--- src/rtl/counter_seq_ctrl.sv ---
// Command-driven interval timer sequencer: prescaled up-count from 0 to a
// programmed limit, one-shot or auto-reload, with START/PAUSE/STOP commands.
module counter_seq_ctrl #(
  parameter int unsigned WIDTH = 4,
  parameter int unsigned DIV   = 1
) (
  input  logic             clk,
  input  logic             rst_n,
  input  logic             cmd_valid,
  output logic             cmd_ready,
  input  logic [1:0]       cmd_op,
  input  logic [WIDTH-1:0] cmd_limit,
  input  logic             cmd_reload,
  output logic [WIDTH-1:0] count,
  output logic             busy,
  output logic             tick,
  output logic             done
);

  localparam int unsigned PW = (DIV > 1) ? $clog2(DIV) : 1;
  localparam logic [PW-1:0] PRESC_MAX = PW'(DIV - 1);

  typedef enum logic [1:0] {
    ST_IDLE   = 2'b00,
    ST_RUN    = 2'b01,
    ST_PAUSED = 2'b10,
    ST_DONE   = 2'b11
  } state_t;

  localparam logic [1:0] OP_NOP   = 2'b00;
  localparam logic [1:0] OP_START = 2'b01;
  localparam logic [1:0] OP_PAUSE = 2'b10;
  localparam logic [1:0] OP_STOP  = 2'b11;

  state_t           state_q, state_d;
  logic [WIDTH-1:0] count_q, count_d;
  logic [PW-1:0]    presc_q, presc_d;
  logic [WIDTH-1:0] limit_q, limit_d;
  logic             reload_q, reload_d;
  logic             tick_q, tick_d;
  logic             done_q, done_d;
  logic             busy_q, busy_d;
  logic             cmd_ready_q, cmd_ready_d;

  logic             cmd_act;
  logic             en;

  // State and output registers
  always_ff @(posedge clk or negedge rst_n) begin
    if (!rst_n) begin
      state_q     <= ST_IDLE;
      count_q     <= '0;
      presc_q     <= '0;
      limit_q     <= '0;
      reload_q    <= 1'b0;
      tick_q      <= 1'b0;
      done_q      <= 1'b0;
      busy_q      <= 1'b0;
      cmd_ready_q <= 1'b1;
    end else begin
      state_q     <= state_d;
      count_q     <= count_d;
      presc_q     <= presc_d;
      limit_q     <= limit_d;
      reload_q    <= reload_d;
      tick_q      <= tick_d;
      done_q      <= done_d;
      busy_q      <= busy_d;
      cmd_ready_q <= cmd_ready_d;
    end
  end

  // Next-state: an accepted command always takes priority over a count step
  always_comb begin
    state_d     = state_q;
    count_d     = count_q;
    presc_d     = presc_q;
    limit_d     = limit_q;
    reload_d    = reload_q;
    tick_d      = 1'b0;
    cmd_act     = cmd_valid && cmd_ready_q && (cmd_op != OP_NOP);
    en          = (state_q == ST_RUN) && (presc_q == PRESC_MAX);

    if (cmd_act) begin
      case (cmd_op)
        OP_START: begin
          limit_d  = cmd_limit;
          reload_d = cmd_reload;
          count_d  = '0;
          presc_d  = '0;
          state_d  = ST_RUN;
        end
        OP_PAUSE: begin
          if (state_q == ST_RUN) begin
            state_d = ST_PAUSED;
          end else if (state_q == ST_PAUSED) begin
            state_d = ST_RUN;
          end
        end
        OP_STOP: begin
          count_d = '0;
          presc_d = '0;
          state_d = ST_IDLE;
        end
        default: ;
      endcase
    end else if (state_q == ST_RUN) begin
      presc_d = en ? '0 : presc_q + PW'(1);
      if (en) begin
        // Compare before increment so limit = all-ones never wraps
        if (count_q == limit_q) begin
          tick_d = 1'b1;
          if (reload_q) begin
            count_d = '0;
          end else begin
            state_d = ST_DONE;
          end
        end else begin
          count_d = count_q + WIDTH'(1);
        end
      end
    end

    busy_d      = (state_d == ST_RUN) || (state_d == ST_PAUSED);
    done_d      = (state_d == ST_DONE);
    cmd_ready_d = !cmd_act;
  end

  assign count     = count_q;
  assign busy      = busy_q;
  assign tick      = tick_q;
  assign done      = done_q;
  assign cmd_ready = cmd_ready_q;

endmodule
--- config.mk ---
export PLATFORM = sky130hd
export DESIGN_NAME = counter_seq_ctrl
export DESIGN_NICKNAME = d
export VERILOG_FILES = /design/src/rtl/counter_seq_ctrl.sv
export SDC_FILE = /design/constraint.sdc
export NUM_CORES = 1
export LEC_CHECK = 0
export ABC_AREA = 1
export CAP_MARGIN = 25
export CORE_ASPECT_RATIO = 0.9
export CORE_UTILIZATION = 46
export CTS_BUF_LIST = sky130_fd_sc_hd__clkbuf_2 sky130_fd_sc_hd__clkbuf_4 sky130_fd_sc_hd__clkbuf_8
export DETAILED_ROUTE_END_ITERATION = 10
export GPL_ROUTABILITY_DRIVEN = 0
export PLACE_DENSITY_LB_ADDON = 0.05
export SLEW_MARGIN = 30
export SYNTH_ARGS = -nofsm -noshare
export SYNTH_HDL_FRONTEND = slang
export SYNTH_SLANG_ARGS = --single-unit
--- constraint.sdc ---
create_clock -name clk -period 1.4 [get_ports clk]
set_input_delay 0.42 -clock clk [delete_from_list [all_inputs] [get_ports clk]]
set_output_delay 0.42 -clock clk [all_outputs]
set_load 0.03 [all_outputs]
After elaboration in Yosys (flattened, before gate mapping)
Index checks and enable logic that the tools add are counted.
Storage, ports and cells
  input bits: 10
  register bits: 16
  logic and storage cells: 57
Cells by class
  equal/unequal tests: 11
  add/sub/neg operators: 2
  reductions and logical operators: 12
  bitwise operators: 1
  mux-type cells: 22
Operator list (count)
  4-bit two-way mux: 6
  2-bit two-way mux: 7
  2-bit == test, second input constant: 5
  1-bit two-way mux: 8
  2-bit by 1-bit == test with 1-bit output, second input constant: 3
  2-bit one-hot mux with 3 select lines: 1
  2-bit nonzero test: 3
  4-bit by 1-bit adder with 4-bit output, second input constant: 1
  4-bit == test: 1
  2-bit AND reduction: 2
  4-bit AND reduction: 1
  1-bit logical AND: 3
  3-bit inequality test, second input constant: 1
  2-bit inequality test, second input constant: 1
  2-bit OR reduction: 1
  1-bit adder, second input constant: 1
  1-bit zero test: 1
  1-bit logical OR: 1
  1-bit inverter: 1

Depth between registers and ports, before layout
Gate-level depths: netlist of run 1.
  depth in word-level cells: 7
  depth in mapped cells: 9

Worst setup path before layout of run 1
OpenSTA, ideal clock, no wires.
  path type: register to register
  from: register cmd_ready_q (netlist: cmd_ready)
  to: register busy_q (netlist: busy)
  cell stages (with the launch flop): 7
  data arrival time: 1460 ps
  period minus slack after synthesis: 1586 ps
  library setup time: 126 ps
  path slack: -186 ps
  cell sequence: dfstp_2 > nand2_1 > nor2_2 > inv_2 > a21oi_1 > a21oi_1 > ha_1
Between the ends
  cells in the longest elaborated chain, start to end: 5
  elaborated cells between the ends (all ways): 6
  those cells by class: 2 x eq/ne; 1 x mux; 3 x reduce/logical
Ends and longest elaborated chain
  start, declared: line 43  | logic cmd_ready_q, cmd_ready_d;
  start signal, assigned: line 69  | cmd_ready_q <= cmd_ready_d;
  1-bit logical AND (*) (2 in series): line 81  | cmd_act = cmd_valid && cmd_ready_q && (cmd_op != OP_NOP);
  2-bit two-way mux (*): line 84  | if (cmd_act) begin
  2-bit by 1-bit == test with 1-bit output or 2-bit == test (tied branches): line 124  | busy_d = (state_d == ST_RUN) || (state_d == ST_PAUSED);
  1-bit logical OR (*): line 124
  named net busy_d: line 42  | logic busy_q, busy_d;
  end signal, assigned: line 68  | busy_q <= busy_d;
  end, declared: line 42
The timed path passes the listed nets; every way through them passes the cells marked *.
A chain may end at the register's enable or synchronous reset.

Worst setup path in the final report of run 1
  from: register cmd_ready_q (netlist: cmd_ready)
  to: output cmd_ready
RTL lines
  end, declared: line 10  | output logic cmd_ready,
No word-level cell between the ends.

==> results.toml, run 1 <==
[sta]
slew_headroom_pct = 77.4
setup_violations = 5
worst_slew_pin_slew_ns = 0.336
min_period_ns = 1.46
clock-skew-final_ns = 0.00435
hold_viol = 0
finalSetupTns_ns = -0.104
timing.fmax_ghz = 0.686
setup_slack_ns = -0.0570
rsz0062_at_grt = "yes"
slew_viol_final = 0
period_share_pct = 104

[floorplan]
dieArea_sq_mm = 0.00198
die_w_um = 46.8
core-area_sq_mm = 0.00168
ioPinCount = 18
die_y_um = 42.3
std_cell_rows = 14
start_util_pct = 49.3

[worst_setup_path]
cpMaxStageDelayCell = "dfstp_2"
critical-path-max-stage-delay_ns = 0.57
critical_path.cell_chain = "buf_4"
critical-path-top-delay-family = "flip-flops"
crit_path_end_kind = "output pin"
path_buf_inv = 1
start_kind = "flip-flop"
worstPathArrival_ns = 1.04
required_ns = 0.98
worstPathMaxFanout = 2
crit_type = "reg -> out"

[yosys]
yosysSeqAreaShare_pct = 48.4
synthesis.area_sq_um = 830
netlist.top_cell.by_area = "dfrtp_1"
synth-seq-cells = 16
ys_types = 18
synthCells = 107
yosysTopAreaCellShare_pct = 45.2
yosys_warnings = 0
synthTopCellsByArea = "dfrtp_1 45%, nand2_1 14%, inv_1 7.2%, nor2_1 7.2%, a21oi_1 5.4%"
syn_area_per_cell_sq_um = 7.75
synth_nets = 119

[grt]
antenna_found_initial = 0
overflow = 0
grt_pass1_wl_mm = 2.90
grt_max_degree = 17
grt_usage_pct = 20.8
grt_pass1_vias = 689

[power]
p_total_mw = 2.11
p_leak_nw = 0.678
powerDensity_mw_per_mm2 = 1580
peakVddDrop_mv = 0.979

[clock_tree]
cts_made_buffers = 3
clk_path_buf_depth = 2
clkLatencyLatePin_ns = 0.30
path_clk_slew_ns = 0.10
cts_root_buf = "clkbuf_4"
htreeDepth = 1
clkSinkCount = 16
cts_tree = "done"

[cells_and_area]
n_antenna_cell = 0
num-fill-cells = 115
fin_nets = 163
layout-drive-gt1-share_pct = 46.0
mostFrequentLayoutCells = "19 x buf_4, 18 x nand2_1, 14 x inv_1, 14 x nand2_2, 13 x nor2_1"
final_core_util_pct = 79.5
final_common_cell = "buf_4"
areaGrowthSynthToFinish_pct = 61.2

[placement]
place_ws_ns = -0.390
io_buffers = 17
hpwl_mm = 1.30

[run]
drv_cap = 0

[status]
violations = "negative setup slack"
status = "finished with violations"

[routing]
route.detailed.drc = 0
wl_per_cell_um = 12.2
drt-pass1-iter-count = 5
drt_iter0_markers = 13
routed_via_density = 4.59
drt_wl_total_mm = 2.13
ant_nets = 0
vias = 799

[worst_hold_path]
hp-class = "in -> async"
[routing by layer]
metal  vias to the layer above  GRT usage [%]  share of wire (%)  wire length (um)
li1                        415              -                  -                 -
met1                       360           31.1                 47               992
met2                        18           29.4                 48              1030
met3                         6           5.17                3.1                65
met4                         0           6.86                1.9                40
met5                         -              0                  0                 0
[worst paths after layout]
kind | slack, ns | depth (start not counted) | to | from
worst max register to register | -0.02 | 7 | busy$_DFF_PN0_ | count[2]$_DFFE_PN0P_
worst min register to register | 0.54 | 2 | limit_q[3]$_DFFE_PN0P_ | limit_q[3]$_DFFE_PN0P_
worst min-delay path | 0.44 | 2 | state_q[1]$_DFF_PN0_ | rst_n
worst max-delay path | -0.06 | 1 | cmd_ready | cmd_ready$_DFF_PN1_
max in group asynchronous | 0.72 | 2 | cmd_ready$_DFF_PN1_ | rst_n
min in group clk | 0.54 | 2 | limit_q[3]$_DFFE_PN0P_ | limit_q[3]$_DFFE_PN0P_
[flip-flops by register name, indices dropped and copies added, names as in the netlist]
name / cells
reload_q: 1
cmd_ready: 1
state_q: 2
busy: 1
presc_q: 1
tick: 1
limit_q: 4
done: 1
count: 4
[final cells by class]
cell class                      instances  area, sq um  share of cell area [%]
Sequential cell                        16          405                    30.3
Multi-Input combinational cell         74          453                    33.9
Inverter                               17         66.3                    4.96
Clock buffer                            4         36.3                    2.71
Tap cell                               24         30.0                    2.25
Timing Repair Buffer                   39          347                    25.9
[report_power, final]
| part | switching (mW) | internal (mW) |
|---|---|---|
| Combinational | 0.597 | 0.542 |
| Sequential | 0.0746 | 0.571 |
| Clock | 0.166 | 0.159 |
| Total | 0.839 | 1.27 |
[per-stage QoR]
step | area, sq um | std cells | hold slack [ns]
global route | 1340 | 174 | 0.456
detailed placement | 1120 | 161 | 0.526
floorplan | 845 | 107 | 0.124
global placement | 1120 | 161 | 0.512
CTS | 1220 | 170 | 0.448
finish | 1340 | 174 | 0.436
[Yosys cell counts]
cell type / instances
inv_2: 1
nor2_2: 1
dfrtp_1: 15
dfstp_2: 1
nand3_1: 3
nor2_4: 2
xnor2_1: 1
a211oi_1: 1
nand2_2: 5
a21oi_1: 9
ha_1: 2
nor3_1: 1
nor2_1: 16
nand4_1: 1
nand2_1: 30
inv_1: 16
nand3_2: 1
xor2_1: 1
[logic make-up after synthesis]
group | Yosys count | synth area share [%]
XOR/XNOR | 2 | 2.11
flip-flops | 16 | 48.4
AO/OA/AOI/OAI | 10 | 6.33
adder cells (fa/ha/maj) | 2 | 3.02
buffers and inverters | 17 | 7.69
AND/OR/NAND/NOR | 60 | 32.4
[repair_timing]
| item | 4_1_cts | 5_1_grt |
|---|---|---|
| endpoints found under the setup margin | 10 | 16 |
| resized for setup | 13 | 30 |
| pin swaps | 4 | 15 |
| setup buffers | 5 | 4 |
| hold buffers | 0 | 0 |
No activity file was read; power rests on OpenSTA's default activity.
==> run 2, diff against run 1 <==
--- a/config.mk
+++ b/config.mk
@@ -13,6 +13,7 @@
 export DETAILED_ROUTE_END_ITERATION = 10
 export GPL_ROUTABILITY_DRIVEN = 0
 export PLACE_DENSITY_LB_ADDON = 0.05
+export SETUP_SLACK_MARGIN = 0.02
 export SLEW_MARGIN = 30
 export SYNTH_ARGS = -nofsm -noshare
 export SYNTH_HDL_FRONTEND = slang
==> results.toml, run 2 (synthesized netlist as in run 1, its figures left out) <==
[sta]
hold_viol = 0
period_share_pct = 103
min_period_ns = 1.44
timing.fmax_ghz = 0.693
setup_slack_ns = -0.0434
holdWs_ns = 0.445
worst_slew_pin_slew_ns = 0.281
setup_violations = 6
slew_viol_final = 0
rsz0062_at_grt = "yes"
slew_headroom_pct = 81.2
clock-skew-final_ns = 0.00442

[worst_setup_path]
worstPathMaxFanout = 2
crit_path_end_kind = "output pin"
cpMaxStageDelayCell = "dfstp_2"
reg2reg_from = "state_q[0]$_DFF_PN0_"
critical-path-max-stage-delay_ns = 0.57
worstPathArrival_ns = 1.02
path_buf_inv = 1
critical-path-top-delay-family = "flip-flops"
critical_path.cell_chain = "buf_4"
r2r_slack_ns = -0.04
start_kind = "flip-flop"
regToRegEndpoint = "busy$_DFF_PN0_"
required_ns = 0.98
reg2regPathDepth = 7
crit_type = "reg -> out"

[status]
violations = "negative setup slack"
status = "finished with violations"

[routing]
drt-pass1-iter-count = 4
drt_wl_total_mm = 2.08
drt_iter0_markers = 10
ant_nets = 0
wl_per_cell_um = 12.0
route.detailed.drc = 0
routed_via_density = 4.68
vias = 814

[run]
drv_cap = 0

[clock_tree]
cts_root_buf = "clkbuf_4"
clkSinkCount = 16
cts_tree = "done"
clkLatencyLatePin_ns = 0.29
clk_path_buf_depth = 2
htreeDepth = 1
cts_made_buffers = 3
path_clk_slew_ns = 0.10

[grt]
grt_pass1_vias = 707
grt_max_degree = 17
grt_pass1_wl_mm = 2.96
antenna_found_initial = 0
overflow = 0
grt_usage_pct = 21.3

[cells_and_area]
fin_nets = 163
final_common_cell = "buf_4"
fin_area_sq_mm = 0.00132
areaGrowthSynthToFinish_pct = 59.6
mostFrequentLayoutCells = "19 x buf_4, 18 x nand2_1, 16 x inv_1"
layout-drive-gt1-share_pct = 43.3
final_core_util_pct = 78.7
n_antenna_cell = 0

[floorplan]
die_y_um = 42.3
core-area_sq_mm = 0.00168
std_cell_rows = 14
die_w_um = 46.8
dieArea_sq_mm = 0.00198
start_util_pct = 49.3
ioPinCount = 18

[power]
p_leak_nw = 0.678
peakVddDrop_mv = 0.978
p_total_mw = 2.09
powerDensity_mw_per_mm2 = 1580

[placement]
place_area_sq_mm = 0.00112
io_buffers = 17
hpwl_mm = 1.30

[worst_hold_path]
hp-class = "in -> async"
[run 2: cell counts in the layout (fill, tap and decap cells not counted)]
No cell type changed its count.
[run 2: area by class of cell]
class                   count  area (sq um)
inverters                  17          66.3
fillers                   121           358
flip-flops and latches     16           405
repair buffers             39           347
well taps                  24          30.0
multi-input cells          74           439
clock buffers               4          36.3
[run 2: metrics by stage]
stage,worst slack [ns],instances,setup TNS [ns]
CTS,-0.0473,172,-0.0772
global route,-0.122,174,-0.609
detailed placement,-0.390,161,-3.93
finish,-0.0434,174,-0.125
floorplan,-0.0628,107,-0.0628
global placement,-0.341,161,-3.49
[run 2: worst max-delay path by stage]
| stage | startpoint | end | slack, ns | depth (start not counted) |
|---|---|---|---|---|
| 3_3_place_gp | cmd_op[1] | busy$_DFF_PN0_ | -0.34 | 6 |
| 2_1_floorplan | cmd_ready$_DFF_PN1_ | busy$_DFF_PN0_ | -0.06 | 6 |
| 3_5_place_dp | cmd_op[0] | busy$_DFF_PN0_ | -0.39 | 6 |
| 5_1_grt | cmd_ready$_DFF_PN1_ | count[3]$_DFFE_PN0P_ | -0.12 | 8 |
| 4_1_cts | cmd_ready$_DFF_PN1_ | busy$_DFF_PN0_ | -0.05 | 6 |
| 6_report | cmd_ready$_DFF_PN1_ | cmd_ready | -0.04 | 1 |
[run 2: timing repair]
action | 4_1_cts | 5_1_grt
setup buffers | 7 | 2
endpoints found under the setup margin | 12 | 15
hold buffers | 0 | 0
resized for setup | 16 | 22
pin swaps | 4 | 15
[run 2: where the power goes]
part / switching (mW) / total [mW] / internal [mW]
sequential: 0.0757 / 0.646 / 0.571
combinational: 0.584 / 1.13 / 0.541
clock: 0.159 / 0.317 / 0.158
[run 2: per-layer routing]
layer | global-route usage (%) | wire, um | share of wire [%] | vias to the layer above
met5 | 0 | 0 | 0 | -
met4 | 6.86 | 31 | 1.5 | 0
met3 | 5.17 | 85 | 4.1 | 4
met2 | 31.1 | 1040 | 50 | 18
met1 | 30.8 | 924 | 44 | 377
li1 | - | - | - | 415
==> run 3, diff against run 2 <==
--- a/config.mk
+++ b/config.mk
@@ -8,10 +8,12 @@
 export ABC_AREA = 1
 export CAP_MARGIN = 25
 export CORE_ASPECT_RATIO = 0.9
+export CORE_MARGIN = 1
 export CORE_UTILIZATION = 46
 export CTS_BUF_LIST = sky130_fd_sc_hd__clkbuf_2 sky130_fd_sc_hd__clkbuf_4 sky130_fd_sc_hd__clkbuf_8
 export DETAILED_ROUTE_END_ITERATION = 10
 export GPL_ROUTABILITY_DRIVEN = 0
+export GPL_TIMING_DRIVEN = 1
 export PLACE_DENSITY_LB_ADDON = 0.05
 export SETUP_SLACK_MARGIN = 0.02
 export SLEW_MARGIN = 30
==> results of run 3 <==
Final layout, timing and power as in run 2 (identical DEF).
